$ cat src/rtl/slot_pkg.sv
// slot_pkg: shared state encoding and default game constants for the slot controller
package slot_pkg;
  typedef enum logic [2:0] {IDLE, SPIN0, SPIN1, SPIN2, EVAL} state_t;
  localparam int DEF_NBITS_COUNT   = 4;
  localparam int DEF_NBITS_CRED    = 8;
  localparam int DEF_INIT_CREDITS  = 10;
  localparam int DEF_BET           = 1;
  localparam int DEF_PAIR_PRIZE    = 2;
  localparam int DEF_JACKPOT_PRIZE = 10;
  localparam int DEF_COIN_VALUE    = 5;
  localparam int DEF_AUTO_STOP     = 8;
endpackage

$ cat src/rtl/slot_game_ctrl_if.sv
// slot_game_ctrl_if: player switches, reel digits in; locks, balance and flags out
// master: drives start/stop/coin/reel1..3, reads trava/credits/win/jackpot/busy/no_credit
// slave : the game controller side
interface slot_game_ctrl_if import slot_pkg::*; #(
  parameter int NBITS_COUNT = DEF_NBITS_COUNT,
  parameter int NBITS_CRED  = DEF_NBITS_CRED
);
  logic                   start, stop, coin;
  logic [NBITS_COUNT-1:0] reel1, reel2, reel3;
  logic [2:0]             trava;
  logic [NBITS_CRED-1:0]  credits;
  logic                   win, jackpot, busy, no_credit;
  modport master (output start, stop, coin, reel1, reel2, reel3,
                  input  trava, credits, win, jackpot, busy, no_credit);
  modport slave  (input  start, stop, coin, reel1, reel2, reel3,
                  output trava, credits, win, jackpot, busy, no_credit);
endinterface

$ cat src/rtl/slot_game_ctrl_rise_detect.sv
// rise_detect: rising-edge detector for a level switch
// ports: clk_2, reset (sync, active-low), d (switch level), rise (one-cycle event)
// prev resets to 1 so a switch held high through reset yields no event
module rise_detect (
  input  logic clk_2,
  input  logic reset,
  input  logic d,
  output logic rise
);
  logic prev_q, prev_d;
  always_comb prev_d = d;
  always_ff @(posedge clk_2) prev_q <= !reset ? 1'b1 : prev_d;
  assign rise = d & ~prev_q;
endmodule

$ cat src/rtl/slot_game_ctrl.sv
// slot_game_ctrl: three-reel spin sequencer, scorer and saturating credit keeper
// ports: clk_2, reset (sync, active-low), bus (slave): switches and reel digits in,
// per-reel locks, credit balance, win/jackpot/busy flags and no_credit out
module slot_game_ctrl import slot_pkg::*; #(
  parameter int NBITS_COUNT   = DEF_NBITS_COUNT,
  parameter int NBITS_CRED    = DEF_NBITS_CRED,
  parameter int INIT_CREDITS  = DEF_INIT_CREDITS,
  parameter int BET           = DEF_BET,
  parameter int PAIR_PRIZE    = DEF_PAIR_PRIZE,
  parameter int JACKPOT_PRIZE = DEF_JACKPOT_PRIZE,
  parameter int COIN_VALUE    = DEF_COIN_VALUE,
  parameter int AUTO_STOP     = DEF_AUTO_STOP
) (
  input logic        clk_2,
  input logic        reset,
  slot_game_ctrl_if.slave bus
);
  localparam int TW = $clog2(AUTO_STOP) + 1;
  localparam int CW = NBITS_CRED + 2;
  localparam logic [CW-1:0] MAX_CRED = CW'((1 << NBITS_CRED) - 1);
  state_t                state_q, state_d;
  logic [2:0]            trava_q, trava_d;
  logic [NBITS_CRED-1:0] credits_q, credits_d;
  logic [TW-1:0]         timer_q, timer_d;
  logic                  win_q, win_d, jackpot_q, jackpot_d, busy_q, busy_d;
  logic                  start_r, stop_r, coin_r, no_credit, acc_start, adv, three, pair;
  logic [CW-1:0]         prize, sum;
  rise_detect u_start (.clk_2(clk_2), .reset(reset), .d(bus.start), .rise(start_r));
  rise_detect u_stop  (.clk_2(clk_2), .reset(reset), .d(bus.stop),  .rise(stop_r));
  rise_detect u_coin  (.clk_2(clk_2), .reset(reset), .d(bus.coin),  .rise(coin_r));
  assign no_credit = credits_q < NBITS_CRED'(BET);
  always_comb begin
    three     = (bus.reel1 == bus.reel2) && (bus.reel2 == bus.reel3);
    pair      = (bus.reel1 == bus.reel2) || (bus.reel1 == bus.reel3) || (bus.reel2 == bus.reel3);
    acc_start = (state_q == IDLE) && start_r && !no_credit;
    adv       = stop_r || (timer_q == TW'(AUTO_STOP - 1));
    prize     = (state_q != EVAL) ? '0 : three ? CW'(JACKPOT_PRIZE) : pair ? CW'(PAIR_PRIZE) : '0;
    // at most +coin+prize on top of a full balance, and the bet is only taken when affordable
    sum       = CW'(credits_q) + (coin_r ? CW'(COIN_VALUE) : '0) + prize - (acc_start ? CW'(BET) : '0);
    credits_d = (sum > MAX_CRED) ? MAX_CRED[NBITS_CRED-1:0] : sum[NBITS_CRED-1:0];
    state_d   = state_q;
    trava_d   = trava_q;
    win_d     = win_q;
    jackpot_d = jackpot_q;
    timer_d   = timer_q + TW'(1);
    case (state_q)
      IDLE: begin
        timer_d = '0;
        if (acc_start) begin
          state_d   = SPIN0;
          trava_d   = 3'b000;
          win_d     = 1'b0;
          jackpot_d = 1'b0;
        end
      end
      SPIN0: if (adv) begin state_d = SPIN1; trava_d = 3'b001; timer_d = '0; end
      SPIN1: if (adv) begin state_d = SPIN2; trava_d = 3'b011; timer_d = '0; end
      SPIN2: if (adv) begin state_d = EVAL;  trava_d = 3'b111; timer_d = '0; end
      default: begin
        state_d   = IDLE;
        timer_d   = '0;
        win_d     = pair;
        jackpot_d = three;
      end
    endcase
    busy_d = state_d != IDLE;
  end
  always_ff @(posedge clk_2) begin
    if (!reset) begin
      state_q   <= IDLE;
      trava_q   <= 3'b111;
      credits_q <= NBITS_CRED'(INIT_CREDITS);
      timer_q   <= '0;
      win_q     <= 1'b0;
      jackpot_q <= 1'b0;
      busy_q    <= 1'b0;
    end else begin
      state_q   <= state_d;
      trava_q   <= trava_d;
      credits_q <= credits_d;
      timer_q   <= timer_d;
      win_q     <= win_d;
      jackpot_q <= jackpot_d;
      busy_q    <= busy_d;
    end
  end
  assign bus.trava     = trava_q;
  assign bus.credits   = credits_q;
  assign bus.win       = win_q;
  assign bus.jackpot   = jackpot_q;
  assign bus.busy      = busy_q;
  assign bus.no_credit = no_credit;
endmodule

$ cat src/flat_wrapper.sv
// flat-port wrapper written by rule: the top's interface ports become plain ports
module slot_game_ctrl_flat import slot_pkg::*;
#(
  parameter int NBITS_COUNT   = DEF_NBITS_COUNT,
  parameter int NBITS_CRED    = DEF_NBITS_CRED,
  parameter int INIT_CREDITS  = DEF_INIT_CREDITS,
  parameter int BET           = DEF_BET,
  parameter int PAIR_PRIZE    = DEF_PAIR_PRIZE,
  parameter int JACKPOT_PRIZE = DEF_JACKPOT_PRIZE,
  parameter int COIN_VALUE    = DEF_COIN_VALUE,
  parameter int AUTO_STOP     = DEF_AUTO_STOP
)
  (clk_2, reset, bus_start, bus_stop, bus_coin, bus_reel1, bus_reel2, bus_reel3, bus_trava, bus_credits, bus_win, bus_jackpot, bus_busy, bus_no_credit);
  slot_game_ctrl_if #(.NBITS_COUNT(NBITS_COUNT), .NBITS_CRED(NBITS_CRED)) bus_i ();
  input logic clk_2;
  input logic reset;
  input wire logic [$bits(bus_i.start)-1:0] bus_start;
  input wire logic [$bits(bus_i.stop)-1:0] bus_stop;
  input wire logic [$bits(bus_i.coin)-1:0] bus_coin;
  input wire logic [$bits(bus_i.reel1)-1:0] bus_reel1;
  input wire logic [$bits(bus_i.reel2)-1:0] bus_reel2;
  input wire logic [$bits(bus_i.reel3)-1:0] bus_reel3;
  output wire logic [$bits(bus_i.trava)-1:0] bus_trava;
  output wire logic [$bits(bus_i.credits)-1:0] bus_credits;
  output wire logic [$bits(bus_i.win)-1:0] bus_win;
  output wire logic [$bits(bus_i.jackpot)-1:0] bus_jackpot;
  output wire logic [$bits(bus_i.busy)-1:0] bus_busy;
  output wire logic [$bits(bus_i.no_credit)-1:0] bus_no_credit;
  assign bus_i.start = bus_start;
  assign bus_i.stop = bus_stop;
  assign bus_i.coin = bus_coin;
  assign bus_i.reel1 = bus_reel1;
  assign bus_i.reel2 = bus_reel2;
  assign bus_i.reel3 = bus_reel3;
  assign bus_trava = bus_i.trava;
  assign bus_credits = bus_i.credits;
  assign bus_win = bus_i.win;
  assign bus_jackpot = bus_i.jackpot;
  assign bus_busy = bus_i.busy;
  assign bus_no_credit = bus_i.no_credit;
  slot_game_ctrl #(.NBITS_COUNT(NBITS_COUNT), .NBITS_CRED(NBITS_CRED), .INIT_CREDITS(INIT_CREDITS), .BET(BET), .PAIR_PRIZE(PAIR_PRIZE), .JACKPOT_PRIZE(JACKPOT_PRIZE), .COIN_VALUE(COIN_VALUE), .AUTO_STOP(AUTO_STOP)) u_core (.clk_2(clk_2), .reset(reset), .bus(bus_i));
endmodule
$ cat config.mk
export PLATFORM = sky130hd
export DESIGN_NAME = slot_game_ctrl_flat
export DESIGN_NICKNAME = d
export VERILOG_FILES = /design/src/rtl/slot_pkg.sv /design/src/rtl/slot_game_ctrl_if.sv /design/src/rtl/slot_game_ctrl_rise_detect.sv /design/src/rtl/slot_game_ctrl.sv /design/src/flat_wrapper.sv
export SDC_FILE = /design/constraint.sdc
export NUM_CORES = 1
export LEC_CHECK = 0
export CORE_MARGIN = 2
export CORE_UTILIZATION = 30
export DETAILED_ROUTE_END_ITERATION = 8
export PLACE_DENSITY = 0.62
export SETUP_SLACK_MARGIN = 0.2
export SYNTH_ARGS = -nofsm -noshare
export SYNTH_HDL_FRONTEND = slang
export SYNTH_SLANG_ARGS = --single-unit
$ cat constraint.sdc
create_clock -name clk_2 -period 5.3 [get_ports clk_2]
set_clock_uncertainty 0.05 [all_clocks]
set_input_delay 1.325 -clock clk_2 [delete_from_list [all_inputs] [get_ports clk_2]]
set_output_delay 1.325 -clock clk_2 [all_outputs]
set_load 0.02 [all_outputs]
==> impl_metrics.py <==
metrics = {
    "outcome": {
        "outcome": "complete, no violations",
    },
    "synth": {
        "avgSynthCellArea_um2": 8.64,
        "synth.net_count": 208,
        "synth_cell_types": 41,
        "syn_inst": 174,
        "synth_edf_count": 0,
        "synthFlopType": "dfxtp_1",
        "synthesis.area_um2": 1500,
        "yosysSeqAreaShare_pct": 31.9,
        "synth-seq-cells": 24,
        "yosysWarnings": 0,
        "async_reset_ff_share_pct": 0,
    },
    "cts": {
        "cts_tree": "yes",
        "clockRootBuffer": "clkbuf_8",
        "cts_resized": 0,
        "cts_buffers": 3,
        "cts_hold_buf": 0,
        "clock_sinks": 24,
        "clockBufferDepth": 2,
        "clk_pin_slew_ns": 0.07,
        "cts_setup_buffers": 0,
        "clk_latency_ns": 0.27,
        "htreeDepth": 1,
    },
    "floorplan": {
        "initial_core_util_pct": 31.4,
        "dieArea_um2": 5600,
        "fp.dieW_um": 74.8,
        "rows": 25,
        "fp.coreArea_um2": 4790,
        "io_pins": 32,
        "die_h_um": 74.8,
    },
    "final_layout": {
        "regArea_um2": 480,
        "n_fill_cell": 481,
        "multi_input_area_um2": 922,
        "area_growth_pct": 28.5,
        "stdcell_count": 273,
        "stdcell_area_um2": 1930,
        "layout.nets": 242,
        "n_antenna_cell": 0,
        "drive_above_1_share_pct": 3.40,
    },
    "worst_setup_path": {
        "crit_family": "simple AND/OR/NAND/NOR gates",
        "max_stage_delay_ns": 0.47,
        "cp_max_fo": 8,
        "critPathArrivalTime_ns": 4.60,
        "critical_path_required_ns": 5.38,
        "crit_top_cell": "inv_1",
        "crit_chain": "clkdlybuf4s50_1 > or4b_1 > a311o_1 > inv_1 > ha_1 > inv_1 > ha_1 > inv_1 > fa_1 > nand2b_1 > a211oi_1 > or4_1 > and3_1 > nand4_1",
        "critPathBufInv": 4,
        "end_kind": "flop",
        "startpoint_type": "input port",
        "criticalPathCategory": "in -> reg",
        "slowest_stage": "clkdlybuf4s50_1",
    },
    "routing": {
        "routed_wl_mm": 3.26,
        "wl_per_cell_um": 11.9,
        "dr.pass1.iters": 4,
        "vias": 1289,
        "drc": 0,
        "ant_nets": 0,
        "detail_route.iter0.violations": 33,
        "vias_per_cell": 4.72,
    },
    "hold_path": {
        "hold_path_class": "reg -> reg",
    },
    "placed_design": {
        "dp_hpwl_mm": 2.69,
        "place_inst": 270,
        "placed_area_um2": 1890,
        "place_congestion": 0.786,
        "io_buffers": 31,
    },
    "power": {
        "power_uw": 916,
        "clockPowerShare_pct": 11.7,
        "p_leak_uw": 0.000840,
        "vdd_drop_max_v": 0.000267,
        "seq_power_share_pct": 26.4,
        "p_switching_uw": 402,
        "intPower_uw": 514,
        "swShare_pct": 43.9,
        "p_per_area_nw_per_um2": 474,
        "p_comb_share_pct": 61.9,
    },
    "sta": {
        "rsz0062_at_grt": "false",
        "fmaxAchievable_mhz": 221,
        "period_share_pct": 85.3,
        "slew_headroom_pct": 66.6,
        "fin_crit_ns": 4.52,
        "finalSetupTns_ns": 0,
        "finalMaxSlewViolations": 0,
        "setup_viol": 0,
        "hold_violations": 0,
        "worstMarginPinSlew_ns": 0.494,
    },
    "global_routing": {
        "track_usage_pct": 12.7,
        "grt_pass1_vias": 1228,
        "overflow": 0,
        "grt_max_degree": 13,
        "grt_antenna_before_repair": 0,
        "grt_pass1_wl_mm": 5.40,
    },
    "run": {
        "cap_violations": 0,
    },
}
synth_stat cells, types with 3 or more instances:
master | n | share of area (%)
a21oi_1 | 8 | 2.7
a31oi_1 | 5 | 2.1
and2_1 | 3 | 1.2
dfxtp_1 | 24 | 32
ha_1 | 16 | 13
inv_1 | 25 | 6.2
nand2_1 | 9 | 2.2
nand2b_1 | 7 | 2.9
nand3_1 | 4 | 1.3
nand4_1 | 3 | 1.2
nor2_1 | 11 | 2.7
xnor2_1 | 7 | 4.1
xor2_1 | 12 | 7.0
worst reg2reg max path, stage by stage, from the launching register on:
cell	delay, ns
dfxtp_1	0.37
or4b_1	0.54
a311o_1	0.41
inv_1	0.08
ha_1	0.21
inv_1	0.05
ha_1	0.16
inv_1	0.06
fa_1	0.38
nand2b_1	0.20
a211oi_1	0.26
or4_1	0.15
and3_1	0.28
nand4_1	0.12
final cells by class:
type,count,share of cell area [%]
Multi-Input combinational cell,123,47.7
Clock buffer,3,2.14
Inverter,25,4.86
Sequential cell,24,24.9
Timing Repair Buffer,31,16.1
Tap cell,67,4.34
metrics by stage:
step,hold WS [ns],util (%),setup slack [ns]
after global placement,0.382,39.5,0.547
final,0.404,40.4,0.782
after detailed placement,0.389,39.5,0.516
after CTS,0.406,40.4,0.789
after global routing,0.426,40.4,0.549
after floorplan,0.368,-,1.12
final timing paths:
kind                            slack, ns                          from  cells after the start                               end
worst max-delay path                 0.78                     bus_start                     14  u_core.bus.credits[1]$_SDFF_PP1_
worst min-delay path                 0.40  u_core.timer_q[0]$_SDFF_PP0_                      1      u_core.timer_q[0]$_SDFF_PP0_
worst max register to register       1.83  u_core.state_q[1]$_SDFF_PN0_                     13  u_core.bus.credits[1]$_SDFF_PP1_
worst min register to register       0.40  u_core.timer_q[0]$_SDFF_PP0_                      1      u_core.timer_q[0]$_SDFF_PP0_
flip-flops by register name (all words and copies together) (netlist names):
signal / cells
u_core.bus.win: 1
u_core.bus.jackpot: 1
u_core.bus.busy: 1
u_core.u_start.prev_q: 1
u_core.state_q: 3
u_core.u_coin.prev_q: 1
u_core.bus.trava: 3
u_core.timer_q: 4
u_core.u_stop.prev_q: 1
u_core.bus.credits: 8
power by group through the flow:
| stage | registers, uW | logic [uW] | clock network, uW |
|---|---|---|---|
| 2_1_floorplan | 275 | 369 | 0 |
| 3_3_place_gp | 248 | 561 | 0 |
| 3_5_place_dp | 247 | 561 | 0 |
| 4_1_cts | 243 | 564 | 109 |
| 5_1_grt | 246 | 632 | 119 |
| 6_report | 242 | 567 | 107 |
layout by cell type, fill, tap and decap left out, types with 2 or more instances in the layout:
cell,netlist,routed
clkdlybuf4s50_1,0,31
inv_1,25,25
dfxtp_1,24,24
ha_1,16,16
xor2_1,12,12
nor2_1,11,11
nand2_1,9,9
a21oi_1,8,8
xnor2_1,7,7
nand2b_1,7,7
a31oi_1,5,5
nand3_1,4,4
nand4_1,3,3
and2_1,3,3
clkbuf_8,0,3
nor3_1,2,2
o41ai_1,2,2
and3_1,2,2
a21bo_2,2,2
o21ai_1,2,2
a221oi_1,2,2
nand3b_1,2,2
mux2i_1,2,2
or3_1,2,2
o21a_1,2,2
o21ai_0,2,2
cell families (layout without fill, tap and decap cells):
| family | count (synthesis) | in the layout | share of synthesized area [%] |
|---|---|---|---|
| xor+xnor | 19 | 19 | 11.1 |
| mux | 2 | 2 | 1.33 |
| compound gates | 34 | 34 | 15.8 |
| simple gates | 51 | 51 | 18.5 |
| fa+ha+maj | 17 | 17 | 14.6 |
| flops | 24 | 24 | 31.9 |
| buf+inv | 27 | 59 | 6.74 |
routing by layer:
layer | track usage, % | part of all wire, %
met5 | 0 | 0
met4 | 5.36 | 1.6
met3 | 1.20 | 1.7
met2 | 20.6 | 47
met1 | 17.1 | 49
Power figures use the tool's default switching activity.
